File: config.mk
export PLATFORM = sky130hd
export DESIGN_NAME = sigmoid_out_requant_flat
export DESIGN_NICKNAME = d
export VERILOG_FILES = /design/src/rtl/sigmoid_out_requant_if.sv /design/src/rtl/sigmoid_out_requant.sv /design/src/flat_wrapper.sv
export SDC_FILE = /design/constraint.sdc
export NUM_CORES = 1
export LEC_CHECK = 0
export ABC_AREA = 1
export CAP_MARGIN = 20
export CORE_ASPECT_RATIO = 0.6
export CORE_MARGIN = 2
export CORE_UTILIZATION = 55
export DETAILED_ROUTE_END_ITERATION = 8
export PLACE_DENSITY = 0.75
export SLEW_MARGIN = 40
export SYNTH_ARGS = -nofsm -noshare
export SYNTH_HDL_FRONTEND = slang
export SYNTH_SLANG_ARGS = --single-unit
File: constraint.sdc
create_clock -name clk -period 4.3 [get_ports clk]
set_input_delay 1.075 -clock clk [delete_from_list [all_inputs] [get_ports clk]]
set_output_delay 1.075 -clock clk [all_outputs]
set_load 0.03 [all_outputs]
File: src/rtl/sigmoid_out_requant_if.sv
// rtl/sigmoid_out_requant_if.sv - sample stream in and requantized stream out of sigmoid_out_requant
// The slave modport is the requantizer's view; master is the surrounding producer/consumer view.
interface sigmoid_out_requant_if #(
  parameter int WIDTH_Y = 33,
  parameter int OUT_W   = 16
);
  logic               in_valid;
  logic [WIDTH_Y-1:0] in_data;
  logic               out_valid;
  logic               out_ready;
  logic [OUT_W-1:0]   out_data;

  modport master (
    output in_valid, in_data, out_ready,
    input  out_valid, out_data
  );

  modport slave (
    input  in_valid, in_data, out_ready,
    output out_valid, out_data
  );
endinterface

File: src/rtl/sigmoid_out_requant.sv
// rtl/sigmoid_out_requant.sv - round/saturate sigmoid output to OUT_W bits and buffer it in a FWFT FIFO
// Define SIGMOID_REQ_SATCNT_EN to build the saturated-sample counter; otherwise sat_cnt is tied to 0.
module sigmoid_out_requant #(
  parameter int WIDTH_Y  = 33,
  parameter int OUT_W    = 16,
  parameter int DEPTH    = 16,
  parameter int AFULL_TH = DEPTH - 4
) (
  input  logic                     clk,
  input  logic                     rstn,
  sigmoid_out_requant_if.slave     bus,
  output logic [$clog2(DEPTH):0]   count,
  output logic                     almost_full,
  output logic                     ovf,
  input  logic                     ovf_clr,
  output logic [15:0]              drop_cnt,
  output logic [15:0]              sat_cnt
);

  localparam int SH = WIDTH_Y - 1 - OUT_W;
  localparam int AW = $clog2(DEPTH);
  localparam logic [WIDTH_Y:0] HALF  = {{WIDTH_Y{1'b0}}, 1'b1} << (SH - 1);
  localparam logic [AW:0]      AF_LVL = AFULL_TH[AW:0];

  // One extra bit of headroom so adding the rounding half can never wrap.
  logic [WIDTH_Y:0]   sum;
  logic               over;
  logic [OUT_W-1:0]   q;
  logic               unused_frac;

  assign sum         = {1'b0, bus.in_data} + HALF;
  assign over        = |sum[WIDTH_Y:SH+OUT_W];
  assign q           = over ? {OUT_W{1'b1}} : sum[SH+OUT_W-1:SH];
  assign unused_frac = ^sum[SH-1:0];

  logic             s1_valid;
  logic [OUT_W-1:0] s1_data;
  logic             s1_sat;

  always_ff @(posedge clk) begin
    if (!rstn) begin
      s1_valid <= 1'b0;
      s1_data  <= '0;
      s1_sat   <= 1'b0;
    end else begin
      s1_valid <= bus.in_valid;
      s1_data  <= q;
      s1_sat   <= bus.in_valid & over;
    end
  end

  logic [OUT_W-1:0] mem [DEPTH];
  logic [AW:0]      wptr;
  logic [AW:0]      rptr;
  logic [AW:0]      count_n;
  logic             full;
  logic             pop;
  logic             wr;
  logic             drop;

  assign full = (wptr[AW] != rptr[AW]) && (wptr[AW-1:0] == rptr[AW-1:0]);
  assign pop  = bus.out_valid & bus.out_ready;
  // Upstream cannot stall: a full FIFO only accepts when the head leaves in the same cycle.
  assign wr   = s1_valid & (~full | pop);
  assign drop = s1_valid & full & ~pop;

  always_comb begin
    count_n = count;
    case ({wr, pop})
      2'b10:   count_n = count + 1'b1;
      2'b01:   count_n = count - 1'b1;
      default: count_n = count;
    endcase
  end

  always_ff @(posedge clk) begin
    if (!rstn) begin
      wptr          <= '0;
      rptr          <= '0;
      count         <= '0;
      bus.out_valid <= 1'b0;
      almost_full   <= 1'b0;
      for (int i = 0; i < DEPTH; i++) mem[i] <= '0;
    end else begin
      if (wr) begin
        mem[wptr[AW-1:0]] <= s1_data;
        wptr              <= wptr + 1'b1;
      end
      if (pop) rptr <= rptr + 1'b1;
      count         <= count_n;
      bus.out_valid <= (count_n != '0);
      almost_full   <= (count_n >= AF_LVL);
    end
  end

  assign bus.out_data = mem[rptr[AW-1:0]];

  // A drop in the clearing cycle wins so that loss is never silently hidden.
  always_ff @(posedge clk) begin
    if (!rstn) begin
      ovf      <= 1'b0;
      drop_cnt <= '0;
    end else if (ovf_clr) begin
      ovf      <= drop;
      drop_cnt <= drop ? 16'd1 : 16'd0;
    end else if (drop) begin
      ovf <= 1'b1;
      if (drop_cnt != 16'hFFFF) drop_cnt <= drop_cnt + 16'd1;
    end
  end

`ifdef SIGMOID_REQ_SATCNT_EN
  always_ff @(posedge clk) begin
    if (!rstn) begin
      sat_cnt <= '0;
    end else if (s1_valid && s1_sat && sat_cnt != 16'hFFFF) begin
      sat_cnt <= sat_cnt + 16'd1;
    end
  end
`else
  logic unused_sat;
  assign unused_sat = s1_sat;
  assign sat_cnt    = '0;
`endif

endmodule

File: src/flat_wrapper.sv
// flat-port wrapper written by rule: the top's interface ports become plain ports
module sigmoid_out_requant_flat 
#(
  parameter int WIDTH_Y  = 33,
  parameter int OUT_W    = 16,
  parameter int DEPTH    = 16,
  parameter int AFULL_TH = DEPTH - 4
)
  (clk, rstn, count, almost_full, ovf, ovf_clr, drop_cnt, sat_cnt, bus_in_valid, bus_in_data, bus_out_ready, bus_out_valid, bus_out_data);
  sigmoid_out_requant_if #(.WIDTH_Y(WIDTH_Y), .OUT_W(OUT_W)) bus_i ();
  input  logic clk;
  input  logic rstn;
  output logic [$clog2(DEPTH):0] count;
  output logic almost_full;
  output logic ovf;
  input  logic ovf_clr;
  output logic [15:0] drop_cnt;
  output logic [15:0] sat_cnt;
  input wire logic [$bits(bus_i.in_valid)-1:0] bus_in_valid;
  input wire logic [$bits(bus_i.in_data)-1:0] bus_in_data;
  input wire logic [$bits(bus_i.out_ready)-1:0] bus_out_ready;
  output wire logic [$bits(bus_i.out_valid)-1:0] bus_out_valid;
  output wire logic [$bits(bus_i.out_data)-1:0] bus_out_data;
  assign bus_i.in_valid = bus_in_valid;
  assign bus_i.in_data = bus_in_data;
  assign bus_i.out_ready = bus_out_ready;
  assign bus_out_valid = bus_i.out_valid;
  assign bus_out_data = bus_i.out_data;
  sigmoid_out_requant #(.WIDTH_Y(WIDTH_Y), .OUT_W(OUT_W), .DEPTH(DEPTH), .AFULL_TH(AFULL_TH)) u_core (.clk(clk), .rstn(rstn), .bus(bus_i), .count(count), .almost_full(almost_full), .ovf(ovf), .ovf_clr(ovf_clr), .drop_cnt(drop_cnt), .sat_cnt(sat_cnt));
endmodule
==> flow_summary.toml, run 1 <==
[critical_path]
cp.required_ns = 3.22
critPathLaunchType = "flip-flop"
arrival_ns = 2.86
path_max_fanout = 22
crit_path_cell_trace = "clkinv_1 -> o211ai_1 -> nand3_1 -> nand2_1 -> clkdlybuf4s50_1"
endpoint_kind = "output pin"
slowest_delay_ns = 0.67
crit_type = "reg2out"
cpMaxStageDelayCell = "clkinv_1"

[routing]
first_iter_violations = 1189
viasPerCell = 5.62
routed_wl_um = 34300
drtPass1Iterations = 6
via_count = 10400
ant_nets = 0
detail_route.wl_per_cell_um = 18.5
drc = 0

[yosys]
synth-edff-count = 256
synth-main-ff-cell = "edfxtp_1"
yosys.area_share.xor_xnor = 0.0161
synth-seq-area-share = 0.600
synth-adder-area-share = 0.00990
synth-simple-area-share = 0.157
synth.distinct_cells = 39
async_flop_share = 0
yosys-top-cells-area = "edfxtp_1, nor2_1, dfxtp_1"
ys_seq_elements = 311
synth_top_area_cell = "edfxtp_1"
synthMuxAreaShare = 0.0437
synth.avg_cell_area_um2 = 10.2
yosysTopAreaCellShare = 0.524
synth_warnings = 0
syn_inst = 1436
synth_top_family_by_area = "simple AND/OR/NAND/NOR gates"
synth_compound_area_frac = 0.0981
syn_area_um2 = 14700

[clock_tree]
cts.clk_slew.worst_paths_ns = 0.06
ctsHoldBuffers = 0
cts_tree = "built"
cts_sinks = 311
postCtsSetupRepairBufs = 0
cts_max_path_buffers = 3
post_cts_resized = 0
htreeDepth = 1
cts-root-buf = "clkbuf_16"
cts-buffers-inserted = 28
clock_latency_ns = 0.57

[finish]
design_area_um2 = 16400
n_fill_cell = 2160
layout_common_cells = "nor2_1, edfxtp_1, inv_1, nand2_1, a21oi_1"
final_common_cell = "nor2_1"
nNetsFinal = 1517
drive_gt1_frac = 0.0913
antennaDiodeCount = 0
syn2layout_area_growth_pct = 11.8

[status]
status = "complete, no violations"

[timing]
rsz0062_at_grt = "false"
fin_crit_sh = 0.915
slew_headroom = 0.425
skew_ns = 0.0248
hold_viol = 0
worst_pin_slew_ns = 0.858
fin_ws_ns = 0.365
post-route-min-period_ns = 3.94
finalSetupViolCount = 0
tns_ns = 0
max_freq_mhz = 254
maxSlewViolCount = 0

[pwr]
seq_power_share = 0.484
finalPower_uw = 7150
pwr-share-comb = 0.184
net-switching-power_uw = 1980
swShare = 0.277
p_leak_uw = 0.00608
p_clk_frac = 0.332
powerDensity_nw_per_um2 = 436
p_int_uw = 5170
ir_worst_vdd_mv = 0.392

[place]
io_buffer_count = 62
placedInstanceArea_um2 = 15500
hpwl_um = 22600
place_congestion = 0.892
dp_slack_ns = 0.481

[floorplan]
core.rowCount = 46
dieWidth_um = 215
dieArea_um2 = 28000
start_util = 0.557
die_h_um = 130
core_um2 = 26300
io_pins = 94

[global_routing]
grt_pass1_wl_um = 54200
overflow = 0
grt_start_max_net_pins = 73
grt_pass1_vias = 9931
grt_antenna_before_repair = 0
grtUsageTotal = 0.250

[run]
max_cap_viol_count = 0

[hold_path]
hp-class = "reg2reg"
power by group through the flow:
stage                     clock network [uW]  logic (uW)  registers, uW
after floorplan                            0         872           3490
after global placement                     0        1280           3520
after detailed placement                   0        1310           3520
after CTS                               2400        1310           3460
after global routing                    2520        1430           3470
final                                   2370        1320           3460
synthesized netlist by cell type, drive strengths merged, types with 3 or more instances:
| master | instances |
|---|---|
| a21oi | 93 |
| buf | 60 |
| clkbuf | 43 |
| dfxtp | 55 |
| edfxtp | 256 |
| ha | 10 |
| inv | 134 |
| mux2i | 64 |
| nand2 | 145 |
| nand3 | 55 |
| nand4 | 7 |
| nor2 | 306 |
| nor3 | 13 |
| nor4 | 3 |
| o211ai | 64 |
| o21ai | 91 |
| xnor2 | 10 |
| xor2 | 17 |
flip-flops by register name, indices dropped and copies added (netlist names), named ones only:
register / cells
u_core.bus.out_valid: 1
u_core.s1_data: 16
u_core.ovf: 1
u_core.almost_full: 1
u_core.s1_valid: 1
u_core.drop_cnt: 16
u_core.rptr: 5
u_core.wptr: 5
u_core.mem: 256
u_core.count: 5
kinds of logic after synthesis:
group | count (synthesis)
compound gates | 251
xor+xnor | 27
fa+ha+maj | 11
buf+inv | 238
flops | 311
mux | 64
other cells | 1
simple gates | 533
final timing paths:
check | endpoint | cells past startpoint | startpoint | slack, ns
worst max-delay path | bus_out_data[7] | 5 | flip-flop | 0.36
worst min-delay path | u_core.ovf | 2 | u_core.ovf | 0.47
worst max register to register | u_core.mem[1][4] | 11 | u_core.wptr[0] | 1.63
worst min register to register | u_core.ovf | 2 | u_core.ovf | 0.47
area by class of cell:
class / instances / area (um2) / area share
clock buffer: 40 / 766 / 0.0467
clock inverter: 12 / 87.6 / 0.00534
inverter: 135 / 508 / 0.0310
multi-input combinational: 902 / 4830 / 0.295
sequential: 311 / 8790 / 0.537
tap: 360 / 450 / 0.0275
timing repair buffer: 90 / 951 / 0.0580
stage by stage:
| step | utilization | instances | hold WS (ns) |
|---|---|---|---|
| 5_1_grt | 0.623 | 1850 | 0.497 |
| 3_3_place_gp | 0.590 | 1798 | 0.453 |
| 6_report | 0.623 | 1850 | 0.472 |
| 4_1_cts | 0.622 | 1850 | 0.472 |
| 3_5_place_dp | 0.590 | 1798 | 0.457 |
| 2_1_floorplan | - | 1451 | 0.468 |
worst max-delay path, delay by kind of cell, from the launching register on:
family                 cells  cell delay [ns]
AOI/OAI and AO/OA          1             0.38
buffers and inverters      2             1.34
DFF                        1             0.33
and+or+nand+nor            2             0.24
layer usage:
layer | wire, um | GRT usage
met1 | 16000 | 0.378
met2 | 14900 | 0.385
met3 | 2910 | 0.0396
met4 | 561 | 0.0543
met5 | 0 | 0
Power figures use the tool's default switching activity.
==> run 2: changes to the inputs <==
==> constraint.sdc (replaced) <==
create_clock -name clk -period 4.3 [get_ports clk]
set_input_delay 0.86 -clock clk [delete_from_list [all_inputs] [get_ports clk]]
set_output_delay 0.86 -clock clk [all_outputs]
set_load 0.03 [all_outputs]
==> run 2 against run 1 <==
  * Register-to-register slack got worse by 0.04 ns
  * Clock skew decreased by 0.0043 ns
  * Sequential share of layout area increased by 0.058 points
  * Hold slack got worse by 0.0089 ns
  * Non-clock buffer count decreased by 11
  * Via count increased by 0.41%
  * Die area unchanged
  * Count of clock-buffer cells in the layout decreased by 2
  * Critical path depth unchanged
  * Flip-flop and latch count unchanged
  * Utilization decreased by 0.067 points
  * Clock power increased by 14%
==> flow_summary.toml, run 2 (synthesized netlist as in run 1, its figures left out) <==
[routing]
ant_nets = 0
drtPass1Iterations = 5
first_iter_violations = 1369
detail_route.wl_per_cell_um = 18.4
viasPerCell = 5.67
via_count = 10400
routed_wl_um = 33800
drc = 0

[timing]
finalSetupViolCount = 0
post-route-min-period_ns = 3.76
tns_ns = 0
worst_pin_slew_ns = 0.842
maxSlewViolCount = 0
hold_slack_ns = 0.463
hold_viol = 0
rsz0062_at_grt = "false"
slew_headroom = 0.437
fin_crit_sh = 0.874
skew_ns = 0.0205
max_freq_mhz = 266

[clock_tree]
clock_latency_ns = 0.56
ctsHoldBuffers = 0
cts_sinks = 311
cts.clk_slew.worst_paths_ns = 0.06
cts_max_path_buffers = 3
cts-buffers-inserted = 28
post_cts_resized = 0
postCtsSetupRepairBufs = 0
cts-root-buf = "clkbuf_16"
htreeDepth = 1
cts_tree = "built"

[critical_path]
cp.required_ns = 3.44
endpoint_kind = "output pin"
crit_type = "reg2out"
critPathLaunchType = "flip-flop"
arrival_ns = 2.90
path_max_fanout = 22

[pwr]
finalPower_uw = 7380
powerDensity_nw_per_um2 = 451
net-switching-power_uw = 1990
ir_worst_vdd_mv = 0.364
p_clk_frac = 0.365
swShare = 0.270
p_leak_uw = 0.00604
pwr-share-comb = 0.171
p_int_uw = 5380
seq_power_share = 0.464

[finish]
final_common_cell = "nor2_1"
largest_reg_flops = 256
nNetsFinal = 1506
fin_util = 0.622
drive_gt1_frac = 0.0865
layout_common_cells = "nor2_1, edfxtp_1, inv_1, nand2_1, a21oi_1"
antennaDiodeCount = 0
syn2layout_area_growth_pct = 11.7
regMostFlops = "u_core.mem"
largest_registers = "u_core.mem x256, u_core.drop_cnt x16, u_core.s1_data x16"

[global_routing]
grt_antenna_before_repair = 0
gr-max-usage-layer = "met1"
grt_start_max_net_pins = 107
met2_usage = 0.371
grt_pass1_wl_um = 54000
grtUsageTotal = 0.246
met1_usage = 0.381
grt_pass1_vias = 9832
grt_util_met3 = 0.0363
overflow = 0

[floorplan]
core.rowCount = 46
dieWidth_um = 215
io_pins = 94
dieArea_um2 = 28000
start_util = 0.557
die_h_um = 130
core_um2 = 26300

[hold_path]
hp-class = "reg2reg"

[run]
max_cap_viol_count = 0

[place]
hpwl_um = 22100
place_congestion = 0.918
io_buffer_count = 62

[status]
status = "complete, no violations"
-- run 2: cell types whose count changed in the layout (fill, tap and decap cells not counted), sizes merged --
| cell | change |
|---|---|
| buf | -23 |
| bufinv | +4 |
| clkbuf | -2 |
| clkdlybuf4s50 | +12 |
| clkinv | -5 |
| clkinvlp | +2 |
| inv | +1 |
-- run 2: path summary, 6_finish.rpt --
check | from | endpoint | slack [ns] | depth (start not counted)
worst min register to register | u_core.ovf | u_core.ovf | 0.46 | 2
worst max-delay path | flip-flop | bus_out_data[5] | 0.54 | 5
worst min-delay path | u_core.ovf | u_core.ovf | 0.46 | 2
worst max register to register | u_core.bus.out_valid | u_core.mem[1][14] | 1.59 | 10
-- run 2: stage by stage --
stage	cell area (um2)	setup WS, ns	instances
2_1_floorplan	14700	1.66	1451
3_3_place_gp	15400	0.718	1787
3_5_place_dp	15400	0.636	1787
4_1_cts	16300	0.657	1839
5_1_grt	16400	0.439	1839
6_report	16400	0.542	1839
-- run 2: worst max-delay path, stage by stage (launching register included) --
cell and delay [ns]:
dfxtp_1 0.34, clkinv_1 0.65, o211ai_1 0.35, nand3_1 0.16, nand2_1 0.15, clkdlybuf4s50_1 0.68
-- run 2: final cells by class --
class | instances | area (um2)
Fill cell | 2119 | 9930
Sequential cell | 311 | 8790
Multi-Input combinational cell | 902 | 4840
Timing Repair Buffer | 79 | 786
Clock buffer | 38 | 778
Inverter | 135 | 507
Tap cell | 360 | 450
Clock inverter | 14 | 214
-- run 2: layer usage --
| layer | up-vias | part of all wire |
|---|---|---|
| met5 | - | 0 |
| met4 | 0 | 0.021 |
| met3 | 53 | 0.083 |
| met2 | 451 | 0.43 |
| met1 | 5033 | 0.47 |
| li1 | 4895 | - |
-- run 2: power groups by stage --
stage                     Combinational, uW  Clock (uW)  Sequential (uW)
after floorplan                         872           0             3490
after global placement                 1230           0             3480
after detailed placement               1250           0             3490
after CTS                              1260        2710             3420
after global routing                   1380        2830             3430
final                                  1260        2690             3420
==> run 3: changes to the inputs <==
--- a/config.mk
+++ b/config.mk
@@ -11,8 +11,9 @@
 export CORE_MARGIN = 2
 export CORE_UTILIZATION = 55
 export DETAILED_ROUTE_END_ITERATION = 8
-export PLACE_DENSITY = 0.75
+export PLACE_DENSITY = 0.82
 export SLEW_MARGIN = 40
 export SYNTH_ARGS = -nofsm -noshare
 export SYNTH_HDL_FRONTEND = slang
 export SYNTH_SLANG_ARGS = --single-unit
+export TNS_END_PERCENT = 10
==> run 3 against run 2 <==
  * Wire length rose by 3.7%
  * Combinational power about the same
  * Cell count increased by 0.38%
  * Sequential power barely moved
  * Critical path type unchanged
  * Power fell by 1.3%
==> flow_summary.toml, run 3 (synthesized netlist as in run 1, its figures left out) <==
[finish]
fin_util = 0.622
design_area_um2 = 16400
antennaDiodeCount = 0
regMostFlops = "u_core.mem"
drive_gt1_frac = 0.0895
largest_registers = "u_core.mem x256, u_core.drop_cnt x16, u_core.s1_data x16"
syn2layout_area_growth_pct = 11.6
nNetsFinal = 1513
layout_common_cells = "nor2_1, edfxtp_1, inv_1, nand2_1, a21oi_1"
final_common_cell = "nor2_1"
finalNonFillerCells = 1846
n_fill_cell = 2017
final-seq-area_um2 = 8790
largest_reg_flops = 256
multiInputGateArea_um2 = 4840

[clock_tree]
cts_max_path_buffers = 3
post_cts_resized = 0
cts_tree = "built"
cts_sinks = 311
cts-root-buf = "clkbuf_16"
cts-buffers-inserted = 29
clock_latency_ns = 0.55
cts.clk_slew.worst_paths_ns = 0.06
postCtsSetupRepairBufs = 0
ctsHoldBuffers = 0
htreeDepth = 1

[critical_path]
cpMostUsedCell = "o21ai_0"
critPathLaunchType = "flip-flop"
path_max_fanout = 64
crit_type = "reg2out"
cp_top_family = "buffers and inverters"
cpMaxStageDelayCell = "buf_4"
slowest_delay_ns = 0.64
arrival_ns = 2.97
crit_path_cell_trace = "buf_4 -> a21oi_1 -> o21ai_0 -> o21ai_0 -> o211ai_1 -> nand2_1 -> clkdlybuf4s50_1"
endpoint_kind = "output pin"
cp.required_ns = 3.44
critPathBufInv = 2

[timing]
slew_headroom = 0.449
finalSetupViolCount = 0
rsz0062_at_grt = "false"
post-route-min-period_ns = 3.83
hold_viol = 0
skew_ns = 0.0122
fin_ws_ns = 0.467
fin_crit_sh = 0.891
tns_ns = 0
maxSlewViolCount = 0
worst_pin_slew_ns = 0.824
max_freq_mhz = 261

[routing]
routed_wl_um = 35100
first_iter_violations = 1286
routed.top_layer = "met4"
viasPerCell = 5.73
via_count = 10600
wl_met2_um = 15900
drc = 0
ant_nets = 0
wl_met1_um = 15300
detail_route.wl_per_cell_um = 19.0
dr_wl_met3_um = 3360
drtPass1Iterations = 6

[floorplan]
core_um2 = 26300
dieWidth_um = 215
start_util = 0.557
dieArea_um2 = 28000
die_h_um = 130
core.rowCount = 46
io_pins = 94

[place]
place_inst = 1793
placedInstanceArea_um2 = 15400
hpwl_um = 22800
place_congestion = 0.886
io_buffer_count = 62
dp_slack_ns = 0.738

[global_routing]
overflow = 0
grt_pass1_wl_um = 54700
grt_pass1_vias = 10200
grt_antenna_before_repair = 0
grtUsageTotal = 0.251
grt_start_max_net_pins = 65

[hold_path]
hp-class = "reg2reg"

[run]
max_cap_viol_count = 0

[pwr]
ir_worst_vdd_mv = 0.296
powerDensity_nw_per_um2 = 445
p_leak_uw = 0.00607

[status]
status = "complete, no violations"
## run 3: changes by cell type in the layout (fill, tap and decap cells not counted), sizes merged
cell,previous run,this run
clkinvlp,3,0
inv,133,138
bufinv,5,2
buf,17,23
clkbuf,38,40
## run 3: area by class of cell
type | instances | area share
clock buffers | 40 | 0.0505
well taps | 360 | 0.0275
repair buffers | 85 | 0.0508
clock inverters | 13 | 0.00734
multi-input cells | 902 | 0.296
inverters | 135 | 0.0310
flip-flops and latches | 311 | 0.537
## run 3: path summary, 6_finish.rpt
check / startpoint / to / slack (ns) / depth (start not counted)
worst max-delay path: flip-flop / bus_out_data[3] / 0.47 / 7
worst min-delay path: u_core.drop_cnt[11] / u_core.drop_cnt[11] / 0.49 / 1
worst max register to register: u_core.wptr[0] / u_core.mem[8][1] / 1.57 / 11
worst min register to register: u_core.drop_cnt[11] / u_core.drop_cnt[11] / 0.49 / 1
## run 3: per-stage QoR
step	power, uW	hold WS (ns)
after CTS	7280	0.498
after global placement	4720	0.466
after global routing	7520	0.516
after floorplan	4360	0.468
after detailed placement	4750	0.483
final	7280	0.492
## run 3: where the power goes
group	internal (uW)	switching [uW]
registers	3370	67.4
logic	444	823
clock network	1470	1110
## run 3: per-layer routing
layer,global-route usage,vias to the layer above
met5,0,-
met4,0.0551,0
met1,0.360,5107
met3,0.0433,53
li1,-,4900
met2,0.407,524
